$ cat src/rtl/tx_sched_if.sv
// Byte-transmitter link between the transmit scheduler and the USB byte
// transmitter: one byte per valid/ready handshake, a one-cycle EOP request,
// and the transmitter's line-idle status.
interface tx_sched_if;
    logic [7:0] tx_data;
    logic       tx_valid;
    logic       tx_ready;
    logic       tx_eop;
    logic       tx_idle;

    // Scheduler side: drives bytes and EOP, observes ready and idle.
    modport master (
        output tx_data,
        output tx_valid,
        output tx_eop,
        input  tx_ready,
        input  tx_idle
    );

    // Transmitter side.
    modport slave (
        input  tx_data,
        input  tx_valid,
        input  tx_eop,
        output tx_ready,
        output tx_idle
    );
endinterface

$ cat src/rtl/tx_sched.sv
// Transmit scheduler: arbitrates the handshake responder (hs) and the
// encrypted-data path (dp) onto the single USB byte transmitter. A granted
// packet is screened (PID complement check, payload length limit), then sent
// as SYNC, PID, payload bytes and an EOP request. After the line returns to
// idle an inter-packet gap is enforced before the next arbitration. hs has
// priority, but dp is forced through after MAX_DEFER consecutive hs grants
// taken while dp was waiting.
module tx_sched #(
    parameter int GAP_CYCLES  = 16,
    parameter int PAYLOAD_MAX = 64,
    parameter int MAX_DEFER   = 3
) (
    input  logic             clk,
    input  logic             rst,

    input  logic             hs_req,
    input  logic [7:0]       hs_pid,
    input  logic [6:0]       hs_len,
    input  logic [7:0]       hs_data,
    output logic             hs_gnt,
    output logic             hs_pop,
    output logic             hs_done,

    input  logic             dp_req,
    input  logic [7:0]       dp_pid,
    input  logic [6:0]       dp_len,
    input  logic [7:0]       dp_data,
    output logic             dp_gnt,
    output logic             dp_pop,
    output logic             dp_done,

    tx_sched_if.master       tx,

    output logic             req_err,
    output logic             busy
);

    // The defer counter must reach MAX_DEFER and never be narrower than 2 bits.
    localparam int DEFER_W = ($clog2(MAX_DEFER + 1) < 2) ? 2 : $clog2(MAX_DEFER + 1);
    localparam int GAP_W   = ($clog2(GAP_CYCLES + 1) < 1) ? 1 : $clog2(GAP_CYCLES + 1);

    localparam logic [DEFER_W-1:0] DEFER_LIM = DEFER_W'(MAX_DEFER);
    localparam logic [GAP_W-1:0]   GAP_LOAD  = GAP_W'(GAP_CYCLES);
    localparam logic [6:0]         LEN_LIM   = 7'(PAYLOAD_MAX);
    localparam logic [7:0]         SYNC_BYTE = 8'h80;

    typedef enum logic [2:0] {
        IDLE,
        CHECK,
        SYNC,
        PID,
        DATA,
        EOP,
        WAIT_IDLE,
        GAP
    } state_t;

    state_t               state_q,  state_d;
    logic                 hs_gnt_q, hs_gnt_d;
    logic                 dp_gnt_q, dp_gnt_d;
    logic                 hs_done_q, hs_done_d;
    logic                 dp_done_q, dp_done_d;
    logic                 req_err_q, req_err_d;
    logic                 tx_eop_q, tx_eop_d;
    logic [7:0]           pid_q,    pid_d;
    logic [6:0]           len_q,    len_d;
    logic [6:0]           byte_q,   byte_d;
    logic [GAP_W-1:0]     gap_q,    gap_d;
    logic [DEFER_W-1:0]   defer_q,  defer_d;

    logic                 dp_wins;
    logic                 pkt_ok;
    logic                 close_pkt;

    // A valid USB PID carries its own one's complement in the upper nibble.
    function automatic logic pid_valid(input logic [7:0] pid);
        return pid[3:0] == ~pid[7:4];
    endfunction

    // dp takes the slot when hs is silent, or when hs has already been
    // favoured MAX_DEFER times in a row while dp was waiting.
    assign dp_wins = dp_req && (!hs_req || (defer_q == DEFER_LIM));
    assign pkt_ok  = pid_valid(pid_q) && (len_q <= LEN_LIM);

    // Next-state and registered-output computation for the packet sequencer.
    always_comb begin
        state_d   = state_q;
        hs_gnt_d  = hs_gnt_q;
        dp_gnt_d  = dp_gnt_q;
        pid_d     = pid_q;
        len_d     = len_q;
        byte_d    = byte_q;
        gap_d     = gap_q;
        defer_d   = defer_q;
        hs_done_d = 1'b0;
        dp_done_d = 1'b0;
        req_err_d = 1'b0;
        tx_eop_d  = 1'b0;
        close_pkt = 1'b0;

        case (state_q)
            IDLE: begin
                if ((gap_q == '0) && tx.tx_idle) begin
                    if (dp_wins) begin
                        dp_gnt_d = 1'b1;
                        pid_d    = dp_pid;
                        len_d    = dp_len;
                        byte_d   = dp_len;
                        defer_d  = '0;
                        state_d  = CHECK;
                    end else if (hs_req) begin
                        hs_gnt_d = 1'b1;
                        pid_d    = hs_pid;
                        len_d    = hs_len;
                        byte_d   = hs_len;
                        // Only grants that actually kept dp waiting count.
                        if (dp_req) begin
                            if (defer_q != DEFER_LIM) begin
                                defer_d = defer_q + 1'b1;
                            end
                        end else begin
                            defer_d = '0;
                        end
                        state_d  = CHECK;
                    end
                end
            end

            CHECK: begin
                if (pkt_ok) begin
                    state_d = SYNC;
                end else begin
                    // Rejected packets release the path at once, with no gap.
                    req_err_d = 1'b1;
                    hs_done_d = hs_gnt_q;
                    dp_done_d = dp_gnt_q;
                    hs_gnt_d  = 1'b0;
                    dp_gnt_d  = 1'b0;
                    state_d   = IDLE;
                end
            end

            SYNC: begin
                if (tx.tx_ready) begin
                    state_d = PID;
                end
            end

            PID: begin
                if (tx.tx_ready) begin
                    if (len_q != 7'd0) begin
                        state_d = DATA;
                    end else begin
                        tx_eop_d = 1'b1;
                        state_d  = EOP;
                    end
                end
            end

            DATA: begin
                if (tx.tx_ready) begin
                    byte_d = byte_q - 7'd1;
                    if (byte_q == 7'd1) begin
                        tx_eop_d = 1'b1;
                        state_d  = EOP;
                    end
                end
            end

            EOP: begin
                // A line that is already idle costs no extra WAIT_IDLE cycle.
                if (tx.tx_idle) begin
                    close_pkt = 1'b1;
                end else begin
                    state_d = WAIT_IDLE;
                end
            end

            WAIT_IDLE: begin
                if (tx.tx_idle) begin
                    close_pkt = 1'b1;
                end
            end

            GAP: begin
                if (gap_q <= GAP_W'(1)) begin
                    gap_d   = '0;
                    state_d = IDLE;
                end else begin
                    gap_d = gap_q - GAP_W'(1);
                end
            end

            default: begin
                state_d = IDLE;
            end
        endcase

        if (close_pkt) begin
            hs_done_d = hs_gnt_q;
            dp_done_d = dp_gnt_q;
            hs_gnt_d  = 1'b0;
            dp_gnt_d  = 1'b0;
            gap_d     = GAP_LOAD;
            state_d   = (GAP_LOAD == '0) ? IDLE : GAP;
        end
    end

    // Byte presented to the transmitter and payload pops, straight from the
    // current state so back-to-back bytes need no bubble.
    always_comb begin
        tx.tx_valid = 1'b0;
        tx.tx_data  = 8'h00;
        hs_pop      = 1'b0;
        dp_pop      = 1'b0;
        case (state_q)
            SYNC: begin
                tx.tx_valid = 1'b1;
                tx.tx_data  = SYNC_BYTE;
            end
            PID: begin
                tx.tx_valid = 1'b1;
                tx.tx_data  = pid_q;
            end
            DATA: begin
                tx.tx_valid = 1'b1;
                tx.tx_data  = dp_gnt_q ? dp_data : hs_data;
                hs_pop      = hs_gnt_q & tx.tx_ready;
                dp_pop      = dp_gnt_q & tx.tx_ready;
            end
            default: begin
            end
        endcase
    end

    // Sequencer state, latched packet header, counters and registered pulses;
    // reset aborts any packet in flight without done, eop or err.
    always_ff @(posedge clk or posedge rst) begin
        if (rst) begin
            state_q   <= IDLE;
            hs_gnt_q  <= 1'b0;
            dp_gnt_q  <= 1'b0;
            hs_done_q <= 1'b0;
            dp_done_q <= 1'b0;
            req_err_q <= 1'b0;
            tx_eop_q  <= 1'b0;
            pid_q     <= 8'h00;
            len_q     <= 7'd0;
            byte_q    <= 7'd0;
            gap_q     <= '0;
            defer_q   <= '0;
        end else begin
            state_q   <= state_d;
            hs_gnt_q  <= hs_gnt_d;
            dp_gnt_q  <= dp_gnt_d;
            hs_done_q <= hs_done_d;
            dp_done_q <= dp_done_d;
            req_err_q <= req_err_d;
            tx_eop_q  <= tx_eop_d;
            pid_q     <= pid_d;
            len_q     <= len_d;
            byte_q    <= byte_d;
            gap_q     <= gap_d;
            defer_q   <= defer_d;
        end
    end

    assign hs_gnt    = hs_gnt_q;
    assign dp_gnt    = dp_gnt_q;
    assign hs_done   = hs_done_q;
    assign dp_done   = dp_done_q;
    assign req_err   = req_err_q;
    assign tx.tx_eop = tx_eop_q;
    assign busy      = (state_q != IDLE);

endmodule
$ cat src/flat_wrapper.sv
// flat-port wrapper written by rule: the top's interface ports become plain ports
module tx_sched_flat 
#(
    parameter int GAP_CYCLES  = 16,
    parameter int PAYLOAD_MAX = 64,
    parameter int MAX_DEFER   = 3
)
  (clk, rst, hs_req, hs_pid, hs_len, hs_data, hs_gnt, hs_pop, hs_done, dp_req, dp_pid, dp_len, dp_data, dp_gnt, dp_pop, dp_done, req_err, busy, tx_tx_data, tx_tx_valid, tx_tx_eop, tx_tx_ready, tx_tx_idle);
  tx_sched_if tx_i ();
  input  logic clk;
  input  logic rst;
  input  logic hs_req;
  input  logic [7:0] hs_pid;
  input  logic [6:0] hs_len;
  input  logic [7:0] hs_data;
  output logic hs_gnt;
  output logic hs_pop;
  output logic hs_done;
  input  logic dp_req;
  input  logic [7:0] dp_pid;
  input  logic [6:0] dp_len;
  input  logic [7:0] dp_data;
  output logic dp_gnt;
  output logic dp_pop;
  output logic dp_done;
  output logic req_err;
  output logic busy;
  output wire logic [$bits(tx_i.tx_data)-1:0] tx_tx_data;
  output wire logic [$bits(tx_i.tx_valid)-1:0] tx_tx_valid;
  output wire logic [$bits(tx_i.tx_eop)-1:0] tx_tx_eop;
  input wire logic [$bits(tx_i.tx_ready)-1:0] tx_tx_ready;
  input wire logic [$bits(tx_i.tx_idle)-1:0] tx_tx_idle;
  assign tx_tx_data = tx_i.tx_data;
  assign tx_tx_valid = tx_i.tx_valid;
  assign tx_tx_eop = tx_i.tx_eop;
  assign tx_i.tx_ready = tx_tx_ready;
  assign tx_i.tx_idle = tx_tx_idle;
  tx_sched #(.GAP_CYCLES(GAP_CYCLES), .PAYLOAD_MAX(PAYLOAD_MAX), .MAX_DEFER(MAX_DEFER)) u_core (.clk(clk), .rst(rst), .hs_req(hs_req), .hs_pid(hs_pid), .hs_len(hs_len), .hs_data(hs_data), .hs_gnt(hs_gnt), .hs_pop(hs_pop), .hs_done(hs_done), .dp_req(dp_req), .dp_pid(dp_pid), .dp_len(dp_len), .dp_data(dp_data), .dp_gnt(dp_gnt), .dp_pop(dp_pop), .dp_done(dp_done), .tx(tx_i), .req_err(req_err), .busy(busy));
endmodule
$ cat config.mk
export PLATFORM = sky130hd
export DESIGN_NAME = tx_sched_flat
export DESIGN_NICKNAME = d
export VERILOG_FILES = /design/src/rtl/tx_sched_if.sv /design/src/rtl/tx_sched.sv /design/src/flat_wrapper.sv
export SDC_FILE = /design/constraint.sdc
export NUM_CORES = 1
export LEC_CHECK = 0
export ABC_CLOCK_PERIOD_IN_PS = 2200
export BUFFER_PORTS_ARGS = -buffer_cell sky130_fd_sc_hd__buf_2
export CAP_MARGIN = 30
export CORE_MARGIN = 1.5
export CORE_UTILIZATION = 48
export CTS_BUF_LIST = sky130_fd_sc_hd__clkbuf_8
export DETAILED_ROUTE_END_ITERATION = 16
export MAX_ROUTING_LAYER = met4
export PLACE_DENSITY = 0.77
export SLEW_MARGIN = 25
export SYNTH_ARGS = -nofsm -noshare
export SYNTH_HDL_FRONTEND = slang
export SYNTH_SLANG_ARGS = --single-unit
$ cat constraint.sdc
create_clock -name clk -period 2.2 [get_ports clk]
set_clock_uncertainty 0.2 [all_clocks]
set_input_delay 0.11 -clock clk [delete_from_list [all_inputs] [get_ports clk]]
set_output_delay 0.11 -clock clk [all_outputs]
set_load 0.01 [all_outputs]
# [Word-level counts from Yosys, hierarchy flattened]
# Cells that the tools add are included.
[totals] register_bits=38 input_bits=52 ram_bits=0 memories=0 word_cells=126 latch_bits=0 romBits=0
[classes] reduce_logical=22 mul=0 div=0 eq_ne=27 bitwise_logic=3 addsub=3 n_shift=0 n_lt_le_gt_ge=2 n_mux=57
[ops] cell="2-to-1 mux 3 bit" n=10
[ops] cell="2-to-1 mux 7 bit" n=4
[ops] cell="2-to-1 mux 1 bit" n=26
[ops] cell="2-to-1 mux 8 bit" n=3
[ops] cell="case mux 8 bit (3 select lines)" n=1
[ops] cell="case mux 3 bit (7 select lines)" n=1
[ops] cell="inequality test 3 x 2 -> 1 bit, second input constant" n=6
[ops] cell="2-to-1 mux 5 bit" n=3
[ops] cell="inequality test 3 x 1 -> 1 bit, second input constant" n=5
[ops] cell="case mux 7 bit (2 select lines)" n=1
[ops] cell="equality test 3 bit, second input constant" n=4
[ops] cell="AND reduction 4 bit" n=3
[ops] cell="2-to-1 mux 2 bit" n=5
[ops] cell="AND reduction 9 bit" n=1
[ops] cell="nonzero test 8 bit" n=1
[ops] cell="equality test 7 x 1 -> 1 bit, second input constant" n=1
[ops] cell="less-or-equal comparator 7 bit, second input constant" n=1
[ops] cell="nonzero test 7 bit" n=1
[ops] cell="subtractor 7 x 1 -> 7 bit, second input constant" n=1
[ops] cell="equality test 3 x 2 -> 1 bit, second input constant" n=2
[ops] cell="inequality test 3 bit, second input constant" n=2
[ops] cell="case mux 1 bit (2 select lines)" n=3
[ops] cell="nonzero test 2 bit" n=3
[ops] cell="nonzero test 3 bit" n=2
[ops] cell="other kinds (20)" n=24

# [Logic depth before layout (Yosys ltp)]
[depth] depth_word=7 depth_mapped=9 ltp_nobuf=7

# [Worst setup path after synthesis]
# No wires, ideal clock.
[synth_path] kind="register to register" from="register u_core.gap_q[3]" to="register u_core.dp_gnt_q (netlist: u_core.dp_gnt)" path_slack_ps=-64 arrival_time_ps=1936 n_path_buf=1 path_stages_with_launch=7 setup_time_ps=128 required_time_ps=1872 path_cell_list="dfrtp_1 or3_4 or3_1 buf_2 a21o_1 a221oi_2 mux2_1"
[synth_via] elab_chain_cells=4
[synth_lines] item="start: declaration" line_no="tx_sched.sv:68" rtl="logic [GAP_W-1:0] gap_q, gap_d;"
[synth_lines] item="start signal: assignment" line_no="tx_sched.sv:263" rtl="gap_q <= gap_d;"
[synth_lines] item="logical NOT 5 bit" line_no="tx_sched.sv:103" rtl="if ((gap_q == '0) && tx.tx_idle) begin"
[synth_lines] item="logical AND 1 bit" line_no="tx_sched.sv:103"
[synth_lines] item="inequality test 3 x 1 -> 1 bit (no line)"
[synth_lines] item="AND reduction 4 bit (no line)"
[synth_lines] item="end signal: assignment" line_no="tx_sched.sv:255" rtl="dp_gnt_q <= dp_gnt_d;"
[synth_lines] item="end: declaration" line_no="tx_sched.sv:60" rtl="logic dp_gnt_q, dp_gnt_d;"
# Every way passes these cells.
# A chain may end at the register's enable or synchronous reset.

# [Final worst setup path]
# Same ends and word-level chain as after synthesis.

==> results.md <==
* Status: complete, but fails checks
* Failing checks: setup timing
* Max_cap viols at 0
* Clock power frac at 19.3%
* Final instance area at 3390 sq um
* Worst reg-to-reg setup slack at -0.02 ns
* Layout area overhead at 43.0%
* Port Buf Inserts at 69
* CTS tree: done
* Pins Over Slew Limit at 0
* Crit Path Max Fanout at 4
* Max Clk Rate at 451 MHz
* WL/cell at 16.1 um
* Fin crit share at 101%
* Layout cells sized above 1 at 27.5%
* Asr flop ratio synth at 100%
* Met1 usage at 33.2%
* Worst Path Required at 2.18 ns
* Worst Hold End: u_core.gap_q[4]
* GRT Total Usage at 29.9%
* Initial DRC count at 259
* Logic pwr share at 47.5%
* RSZ-0062 raised after global routing: yes
* Yosys cell types at 50
* Worst-Skew Late Latency at 0.29 ns
* Drt total wl at 7260 um
* Setup WS post-layout at -0.0187 ns
* Clock Root Buffer: clkbuf_8
* Post-synth EDFFs at 0
* Gr ovfl total at 0
* Synth area leader: dfrtp_1
* Final antenna-violating net count at 0
* Busiest grt layer: met2
* Placed Area at 2910 sq um
* Core area at 4750 sq um
* Final hold viol count at 0
* Slew headroom at 65.8%
* Largest net degree at the start of global routing at 39
* Antenna violations before repair at 0
* # rows at 25
* First-pass GRT wire length at 11,700 um
* Cts bufs inserted at 5
* Met2 Use GR at 50.0%
* Setup-failing EPs final at 2
* Post-synthesis sequential area ratio at 40.1%
* Critical path class: reg2reg
* Synthesis-stage register bit count at 38
* Worst IR Drop VDD at 0.490 mV
* Net Switching at 1570 uW
* Clk sink count at 38
* Drt pass-1 iters at 5
* Cells after Synth at 272
* Drt via density at 5.64
* Vias in the first global route at 2,517
* Lkg Pwr at 0.00175 uW
* Sequential power share at 33.2%
* Nets@finish at 442
* Drc violations at 0
* Place WS at -0.0248 ns
* Die area at 5370 sq um
* Hold Path Class: in2reg
* Post-Syn Area per Cell at 8.72 sq um
* Hpwl dp at 4540 um
* Synth warn at 0
* RD Place Congestion at 0.903
* Measured slew at the worst slew-check pin at 0.510 ns
* # diodes at 0
* Post-layout minimum cycle time at 2.22 ns
* H-tree Lvls at 2
* Synth top area share at 40.1%
* Int Pwr at 2280 uW
* Worst r2r src: u_core.gap_q[3]
* Crit. End Element: register
* Clock transition at path regs at 0.08 ns
* Area contributors post-synth: dfrtp_1, mux2i_1, nor2_1, o21ai_0, nand2_1
* FILL cells at 370
* Leading register cell type out of synthesis: dfrtp_1
* Hold Path Origin: tx_tx_idle
* Reg2reg end: u_core.dp_gnt
* # IOs at 70
* Number of post-CTS setup repair buffers at 0
* CTS Buffer Depth at 2
* Arr. time, crit path at 2.20 ns
* Starting density of the core at 49.9%
* Synthesized area at 2370 sq um
* Final Core Density at 71.3%
* Die H at 73.3 um
* Synthesized net count at 330
* Via count at 2,548
* Startpoint types: register
* Hold depth at 3
* Switching share of power at 40.7%
* Chip width at 73.3 um
* Met3 global-route usage at 5.76%
* Pwr dens at 1140 nW/um^2
* Reg2Reg Depth at 5
[worst max-delay path by stage]
stage / cells after the start / start / end
6_report: 5 / u_core.gap_q[3] / u_core.dp_gnt
5_1_grt: 9 / u_core.gap_q[1] / u_core.pid_q[7]
4_1_cts: 5 / u_core.gap_q[3] / u_core.dp_gnt
3_5_place_dp: 5 / u_core.gap_q[3] / u_core.dp_gnt
3_3_place_gp: 7 / u_core.gap_q[1] / u_core.dp_gnt
2_1_floorplan: 6 / u_core.gap_q[3] / u_core.dp_gnt
[cells in the mapped netlist (4+ instances only)]
master	number
o22ai_1	4
xor2_1	5
ha_1	6
a21oi_1	20
o21ai_0	27
inv_1	11
nand2_1	27
nor3_1	4
a22o_1	4
buf_2	4
clkbuf_1	8
mux2i_1	26
nor2_1	36
dfrtp_1	38
[what timing repair did]
action,4_1_cts,5_1_grt
hold endpoints to repair,55,0
resized for setup,2,6
endpoints found under the setup margin,15,29
hold buffers,31,0
[area by class of cell]
type / instances / area, sq um / area share [%]
inverter: 11 / 41.3 / 1.22
multi-input combinational: 209 / 1340 / 39.6
tap: 67 / 83.8 / 2.47
clock buffer: 6 / 82.6 / 2.44
timing repair buffer: 119 / 827 / 24.4
clock inverter: 2 / 60.1 / 1.77
sequential: 38 / 951 / 28.1
[cell families after synthesis]
group,synth area share (%)
AND/OR/NAND/NOR,17.1
XOR/XNOR,1.85
multiplexers,11.9
AO/OA/AOI/OAI,21.4
buffers and inverters,4.49
flip-flops,40.1
adder cells (fa/ha/maj),3.17
[flip-flops by register name (all words and copies together) (netlist names)]
| signal | count |
|---|---|
| u_core.state_q | 3 |
| u_core.hs_gnt | 1 |
| u_core.defer_q | 2 |
| u_core.tx.tx_eop | 1 |
| u_core.req_err | 1 |
| u_core.dp_gnt | 1 |
| u_core.len_q | 7 |
| u_core.hs_done | 1 |
| u_core.pid_q | 8 |
| u_core.dp_done | 1 |
| u_core.byte_q | 7 |
| u_core.gap_q | 5 |
[routing by layer]
layer / vias up / share of wire (%)
li1: 1190 / -
met1: 1202 / 38
met2: 124 / 50
met3: 32 / 6.0
met4: 0 / 5.3
met5: - / 0
[power by group through the flow]
stage               Combinational, uW  Sequential (uW)  Clock [uW]
floorplan                        1140             1200           0
global route                     2010             1300         782
global placement                 1630             1250           0
CTS                              1730             1250         745
detailed placement               1670             1260           0
finish                           1830             1280         742
[layout by cell type (no fill, tap or decap), types with 2 or more instances in the layout]
cell type	netlist	final
buf_12	0	2
nor2_1	36	36
xor2_1	5	5
buf_2	4	69
ha_1	6	6
nor2b_1	2	2
a22o_1	4	4
o21ai_0	27	25
nand3_1	2	2
mux2i_1	26	26
dfrtp_1	38	38
bufinv_16	0	2
nand2b_1	3	3
clkbuf_8	0	6
a31oi_1	2	2
a211oi_1	3	3
and3_1	3	3
and2_1	3	3
nor3_1	4	3
o22ai_1	4	4
inv_1	11	10
buf_4	2	16
a21oi_1	20	20
a21boi_0	2	2
or3_4	1	2
o21ai_1	2	3
nand2_1	27	26
dlygate4sd3_1	0	31
a21o_1	2	2
[critical path: stages, from the launching register on]
cell and delay [ns]:
dfrtp_1 0.39, or3_4 0.42, or3_4 0.36, a21o_1 0.17
a221oi_2 0.23, mux2_1 0.34
[per-stage QoR]
stage / total power [uW] / setup TNS, ns / std cells / hold slack, ns
6_report: 3850 / -0.0214 / 452 / 0.0648
5_1_grt: 4090 / -0.827 / 452 / 0.0751
4_1_cts: 3730 / -0.00756 / 452 / 0.000246
3_5_place_dp: 2930 / -0.0393 / 413 / 0.0480
3_3_place_gp: 2880 / 0 / 413 / 0.0502
2_1_floorplan: 2340 / -0.0316 / 272 / 0.0477
(Power assumes the default switching activity.)
